File: src/rtl/inst_fetch_unit.sv
// inst_fetch_unit: fetch stage feeding a 2-entry {pc, inst} queue to decode.
// Word-addressed PC, redirect with flush, stops on the all-zero halt word.
module inst_fetch_unit #(
  parameter logic [31:0] RESET_PC = 32'h0
) (
  input  logic        clk,
  input  logic        rst,
  output logic [31:0] InstAdd,
  input  logic [31:0] MemInstOut,
  input  logic        RedirectEn,
  input  logic [31:0] RedirectPC,
  output logic        InstValid,
  output logic [31:0] InstOut,
  output logic [31:0] InstPC,
  input  logic        InstReady,
  output logic        Halted
);

  logic [31:0] r_pc;
  logic        r_stop;
  logic [1:0]  r_count;
  logic [31:0] r_q_pc   [0:1];
  logic [31:0] r_q_inst [0:1];

  logic        w_deq;
  logic        w_fetch;
  logic        w_halt_word;
  logic [1:0]  w_tail;

  assign w_deq       = (r_count != 2'd0) && InstReady;
  assign w_fetch     = !r_stop && !RedirectEn &&
                       ((r_count != 2'd2) || w_deq);
  assign w_halt_word = (MemInstOut == 32'h0);
  // Slot the new entry lands in, after any dequeue this cycle
  assign w_tail      = r_count - {1'b0, w_deq};

  // PC advance and stop flag; a halt word freezes the PC on its own address
  always_ff @(posedge clk or posedge rst) begin
    if (rst) begin
      r_pc   <= RESET_PC;
      r_stop <= 1'b0;
    end else if (RedirectEn) begin
      r_pc   <= RedirectPC;
      r_stop <= 1'b0;
    end else if (w_fetch) begin
      if (w_halt_word) begin
        r_stop <= 1'b1;
      end else begin
        r_pc <= r_pc + 32'd1;
      end
    end
  end

  // Occupancy: redirect flushes, otherwise -deq +fetch
  always_ff @(posedge clk or posedge rst) begin
    if (rst) begin
      r_count <= 2'd0;
    end else if (RedirectEn) begin
      r_count <= 2'd0;
    end else begin
      r_count <= w_tail + {1'b0, w_fetch};
    end
  end

  // Queue storage: head lives in slot 0, slot 1 shifts down on dequeue
  always_ff @(posedge clk or posedge rst) begin
    if (rst) begin
      r_q_pc[0]   <= 32'h0;
      r_q_pc[1]   <= 32'h0;
      r_q_inst[0] <= 32'h0;
      r_q_inst[1] <= 32'h0;
    end else if (!RedirectEn) begin
      if (w_deq) begin
        r_q_pc[0]   <= r_q_pc[1];
        r_q_inst[0] <= r_q_inst[1];
      end
      if (w_fetch) begin
        if (w_tail == 2'd0) begin
          r_q_pc[0]   <= r_pc;
          r_q_inst[0] <= MemInstOut;
        end else begin
          r_q_pc[1]   <= r_pc;
          r_q_inst[1] <= MemInstOut;
        end
      end
    end
  end

  assign InstAdd   = r_pc;
  assign InstValid = (r_count != 2'd0);
  assign InstOut   = InstValid ? r_q_inst[0] : 32'h0;
  assign InstPC    = InstValid ? r_q_pc[0] : 32'h0;
  assign Halted    = r_stop && (r_count == 2'd0);

endmodule

File: config.mk
export PLATFORM = sky130hd
export DESIGN_NAME = inst_fetch_unit
export DESIGN_NICKNAME = d
export VERILOG_FILES = /design/src/rtl/inst_fetch_unit.sv
export SDC_FILE = /design/constraint.sdc
export NUM_CORES = 1
export LEC_CHECK = 0
export CORE_UTILIZATION = 35
export CTS_CLUSTER_DIAMETER = 100
export DETAILED_ROUTE_END_ITERATION = 7
export PLACE_DENSITY = 0.61
export SLEW_MARGIN = 20
export SYNTH_ARGS = -nofsm -noshare
export SYNTH_HDL_FRONTEND = slang
export SYNTH_SLANG_ARGS = --single-unit
File: constraint.sdc
create_clock -name clk -period 8.4 [get_ports clk]
set_input_delay 2.52 -clock clk [delete_from_list [all_inputs] [get_ports clk]]
set_output_delay 2.52 -clock clk [all_outputs]
set_load 0.005 [all_outputs]
==> flow_summary.toml, run 1 <==
[run_status]
status = "complete, no violations"

[yosys]
synth-main-ff-cell = "dfrtp_1"
yosysSeqAreaShare = 0.528
synthArstFlopShare = 1.00
synth-seq-cells = 163
synth_edf_count = 0
syn_area_um2 = 7730
syn_inst = 738
ys_warn_count = 0
syn_nets = 808
syn_avg_cell_area_um2 = 10.5
yosysUniqueCellTypes = 50

[drt]
vias = 6265
drt-total-wl_mm = 21.2
ant_nets = 0
route.met3.wl_mm = 1.33
drc = 0
wl_met2_mm = 9.89
viasPerCell = 5.37
drt-met1-wl_mm = 9.84
dr.pass1.iters = 4
drtIter0Drc = 325
wl_per_cell_um = 18.2
route.top_layer_used = "met4"

[finish]
n_fill_cell = 2019
syn_to_final_growth_pct = 31.4
nNetsFinal = 948
regArea_um2 = 4080
final_layout_size_suffix_gt1_frac = 0.139
diodes = 0
final_cells = 1166
layout_commonest_cell = "clkdlybuf4s50_1"
multi_input_area_um2 = 3390
mostFrequentLayoutCells = "165 x clkdlybuf4s50_1, 163 x dfrtp_1, 80 x nor2_1, 68 x and2_1, 66 x mux2_2"

[pwr]
powerDensity_nw_per_um2 = 239
p_leak_nw = 4.01
ir_drop_uv = 127

[timing]
fin_setup_tns_ps = 0
fin_skew_ps = 8.71
period_needed_ps = 5460
slew_viol_final = 0
relSlewSlack = 0.306
hold_viol = 0
worst_slew_pin_slew_ps = 1040
rsz0062_at_grt = "false"
setup_viol = 0
hold_ws_ps = 484
period_share = 0.650
max_freq_mhz = 183

[job]
cap_violations = 0

[clock_tree]
ctsHoldBuffers = 0
cts.sinks = 163
clk_pin_slew_ps = 60
cts_resized = 0
cts_buffer_depth = 2
htreeDepth = 4
clock_latency_ps = 430
root_buffer = "clkbuf_16"
cts_buffers = 17
cts_tree = "built"
post_cts_buffers = 0

[floorplan]
io_pins = 166
dieArea_um2 = 22700
die_h_um = 151
die_width_um = 151
start_util = 0.362
core_area_um2 = 21400
rows = 53

[setup_path]
path_max_fanout = 66
startpoint_type = "primary input"
crit_required_ps = 8740
path_class = "in2reg"
crit_path_end_kind = "flop"
cp.arrival_ps = 5800

[global_routing]
grt_overflow = 0
grt_use_total = 0.195
antenna_found_initial = 0
grt_pass1_wl_mm = 33.7
first_global_vias = 6208
grt_max_degree = 99

[placement]
dp_hpwl_mm = 13.4
placedCellCount = 1134
place_congestion = 0.754
numPortBuffers = 165

[hold_path]
hold_path.class = "reg2reg"
[cell families after synthesis]
kind of cell | synth area share
XOR/XNOR | 0.0204
adder cells (fa/ha/maj) | 0.00324
AO/OA/AOI/OAI | 0.150
multiplexers | 0.0975
AND/OR/NAND/NOR | 0.165
flip-flops | 0.528
buffers and inverters | 0.0360
[power breakdown]
group / switching [mW] / total (mW) / internal (mW)
sequential: 0.129 / 1.12 / 0.986
clock: 0.319 / 0.786 / 0.467
combinational: 0.211 / 0.521 / 0.310
total: 0.658 / 2.42 / 1.76
[through the flow]
stage	area (um^2)	worst slack, ps	util	total power, mW
CTS	10200	2900	0.475	2.44
finish	10200	2940	0.475	2.42
floorplan	7730	1480	-	1.40
global route	10200	2700	0.475	2.55
detailed placement	9560	2460	0.448	1.65
global placement	9560	2520	0.448	1.64
[cells in the mapped netlist, drive strengths merged, types with 7 or more instances]
library cell	count	area (um^2)
dfrtp	163	4080
nor2	80	300
and2	69	433
mux2	66	743
a21oi	65	329
o22ai	64	400
clkbuf	30	143
nand2	28	105
o21ai	26	134
buf	23	113
xor2	13	114
o2111ai	12	118
nand3	11	60.1
nor4	11	83.8
a31oi	10	62.6
nand4	8	83.8
o211ai	7	52.6
or3	7	43.8
[worst max-delay path, cell delays in order]
cell and delay (ps):
clkdlybuf4s50_1 390, buf_4 260, or4_2 690, buf_4 380, a21oi_4 790, buf_4 520, nor2_1 90, a21oi_1 130
[routing by layer]
layer | global-route usage | up-vias
met4 | 0.0555 | 0
met3 | 0.0433 | 12
met2 | 0.299 | 200
li1 | - | 2943
met1 | 0.276 | 3110
met5 | 0 | -
[flip-flops by register name, summed over array words and instances, names as in the netlist]
name / count
r_q_inst: 64
r_q_pc: 64
InstAdd: 32
r_count: 2
r_stop: 1
[layout make-up]
class | instances | share of cell area
timing repair buffer | 174 | 0.169
multi-input combinational | 516 | 0.334
tap | 275 | 0.0339
clock inverter | 9 | 0.0101
sequential | 163 | 0.402
clock buffer | 23 | 0.0481
inverter | 6 | 0.00283
[worst paths after layout]
kind | start | to | slack (ps) | cells past startpoint
max in group asynchronous | rst | r_q_pc[2]$_DFFE_PP0P_ | 4330 | 3
min in group asynchronous | rst | r_q_inst[2]$_DFFE_PP0P_ | 2660 | 2
setup reg to reg | r_count[0]$_DFF_PP0_ | r_q_pc[39]$_DFFE_PP0N_ | 5270 | 7
setup / recovery | RedirectEn | r_q_pc[39]$_DFFE_PP0N_ | 2940 | 8
hold / removal | r_q_pc[23]$_DFFE_PP0P_ | r_q_pc[23]$_DFFE_PP0P_ | 480 | 2
hold reg to reg | r_q_pc[23]$_DFFE_PP0P_ | r_q_pc[23]$_DFFE_PP0P_ | 480 | 2
No activity file was read; power rests on OpenSTA's default activity.
==> inputs of run 2 (changes only) <==
==> constraint.sdc (replaced) <==
create_clock -name clk -period 5.1 [get_ports clk]
set_input_delay 1.53 -clock clk [delete_from_list [all_inputs] [get_ports clk]]
set_output_delay 1.53 -clock clk [all_outputs]
set_load 0.005 [all_outputs]
==> flow_summary.toml, run 2 (same netlist as run 1, synthesis figures left out) <==
[run_status]
status = "complete, no violations"

[drt]
drtIter0Drc = 341
viasPerCell = 5.33
drt-total-wl_mm = 21.1
drc = 0
vias = 6233
ant_nets = 0
dr.pass1.iters = 5
wl_per_cell_um = 18.0

[hold_path]
hold_path.class = "reg2reg"
hold_path_startpoint = "r_q_pc[23]$_DFFE_PP0P_"

[timing]
period_needed_ps = 4160
setup_viol = 0
max_freq_mhz = 241
worst_slew_pin_slew_ps = 818
setup_slack_ps = 943
period_share = 0.815
slew_viol_final = 0
hold_viol = 0
fin_skew_ps = 10.8
relSlewSlack = 0.453
rsz0062_at_grt = "false"
fin_setup_tns_ps = 0

[setup_path]
path_max_fanout = 39
cp.arrival_ps = 2630
crit_path_end_kind = "primary output"
path_class = "reg2out"
startpoint_type = "flop"
crit_required_ps = 3570
r2r-start = "r_count[0]$_DFF_PP0_"
critPathLaunch = "r_count[1]$_DFF_PP0_"

[clock_tree]
clk_pin_slew_ps = 60
cts_buffer_depth = 2
htreeDepth = 4
cts_buffers = 17
clock_latency_ps = 420
cts_resized = 0
root_buffer = "clkbuf_16"
cts_tree = "built"
ctsHoldBuffers = 0
cts.sinks = 163
post_cts_buffers = 0

[pwr]
ir_drop_uv = 216
p_total_mw = 3.99
powerDensity_nw_per_um2 = 391
p_leak_nw = 4.03

[floorplan]
die_h_um = 151
start_util = 0.362
dieArea_um2 = 22700
core_area_um2 = 21400
rows = 53
io_pins = 166
die_width_um = 151

[finish]
n_fill_cell = 1995
mostFrequentLayoutCells = "165 x clkdlybuf4s50_1, 163 x dfrtp_1, 80 x nor2_1, 68 x and2_1, 66 x mux2_2"
nNetsFinal = 952
final_layout_size_suffix_gt1_frac = 0.140
diodes = 0
layout_commonest_cell = "clkdlybuf4s50_1"
syn_to_final_growth_pct = 32.3

[placement]
numPortBuffers = 165
dp_worst_setup_slack_ps = 846
place_congestion = 0.791
dp_hpwl_mm = 13.6

[global_routing]
grt_overflow = 0
grt_pass1_wl_mm = 34.1
grt_use_total = 0.196
grt_max_degree = 74
antenna_found_initial = 0
first_global_vias = 6283

[job]
cap_violations = 0
-- run 2: final timing paths --
check | to | slack [ps] | depth (start not counted)
min in group asynchronous | r_q_inst[0]$_DFFE_PP0P_ | 1610 | 2
worst max register to register | r_q_pc[46]$_DFFE_PP0N_ | 2580 | 6
worst min-delay path | r_q_pc[23]$_DFFE_PP0P_ | 490 | 2
worst min register to register | r_q_pc[23]$_DFFE_PP0P_ | 490 | 2
max in group asynchronous | r_q_pc[0]$_DFFE_PP0P_ | 2650 | 3
worst max-delay path | InstPC[31] | 940 | 4
-- run 2: power by group --
part	total [mW]	leakage, nW	switching, mW	internal (mW)
Clock	1.30	0.283	0.506	0.795
Sequential	1.83	1.89	0.207	1.62
Combinational	0.863	1.86	0.348	0.515
Total	3.99	4.03	1.06	2.93
-- run 2: layout make-up --
class | instances | area [um^2] | share of cell area
sequential | 163 | 4080 | 0.399
inverter | 6 | 27.5 | 0.00269
clock buffer | 23 | 468 | 0.0458
clock inverter | 8 | 128 | 0.0125
timing repair buffer | 178 | 1790 | 0.175
tap | 275 | 344 | 0.0337
multi-input combinational | 516 | 3390 | 0.332
-- run 2: worst max-delay path, stage by stage, from the launching register on --
cell,delay (ps)
dfrtp_1,460
or2_2,620
buf_4,410
and2_1,210
clkdlybuf4s50_1,510
-- run 2: routing by layer --
metal | track usage | share of wire | vias up
met2 | 0.307 | 0.46 | 200
li1 | - | - | 2951
met5 | 0 | 0 | -
met3 | 0.0433 | 0.062 | 14
met1 | 0.275 | 0.47 | 3068
met4 | 0.0460 | 0.0087 | 0
-- run 2: per-stage QoR --
stage,utilization,hold WS (ps),instance area (um^2),cells
4_1_cts,0.479,494,10200,1169
5_1_grt,0.479,513,10200,1169
6_report,0.479,492,10200,1169
3_5_place_dp,0.451,478,9630,1138
2_1_floorplan,-,451,7730,738
3_3_place_gp,0.451,471,9630,1138
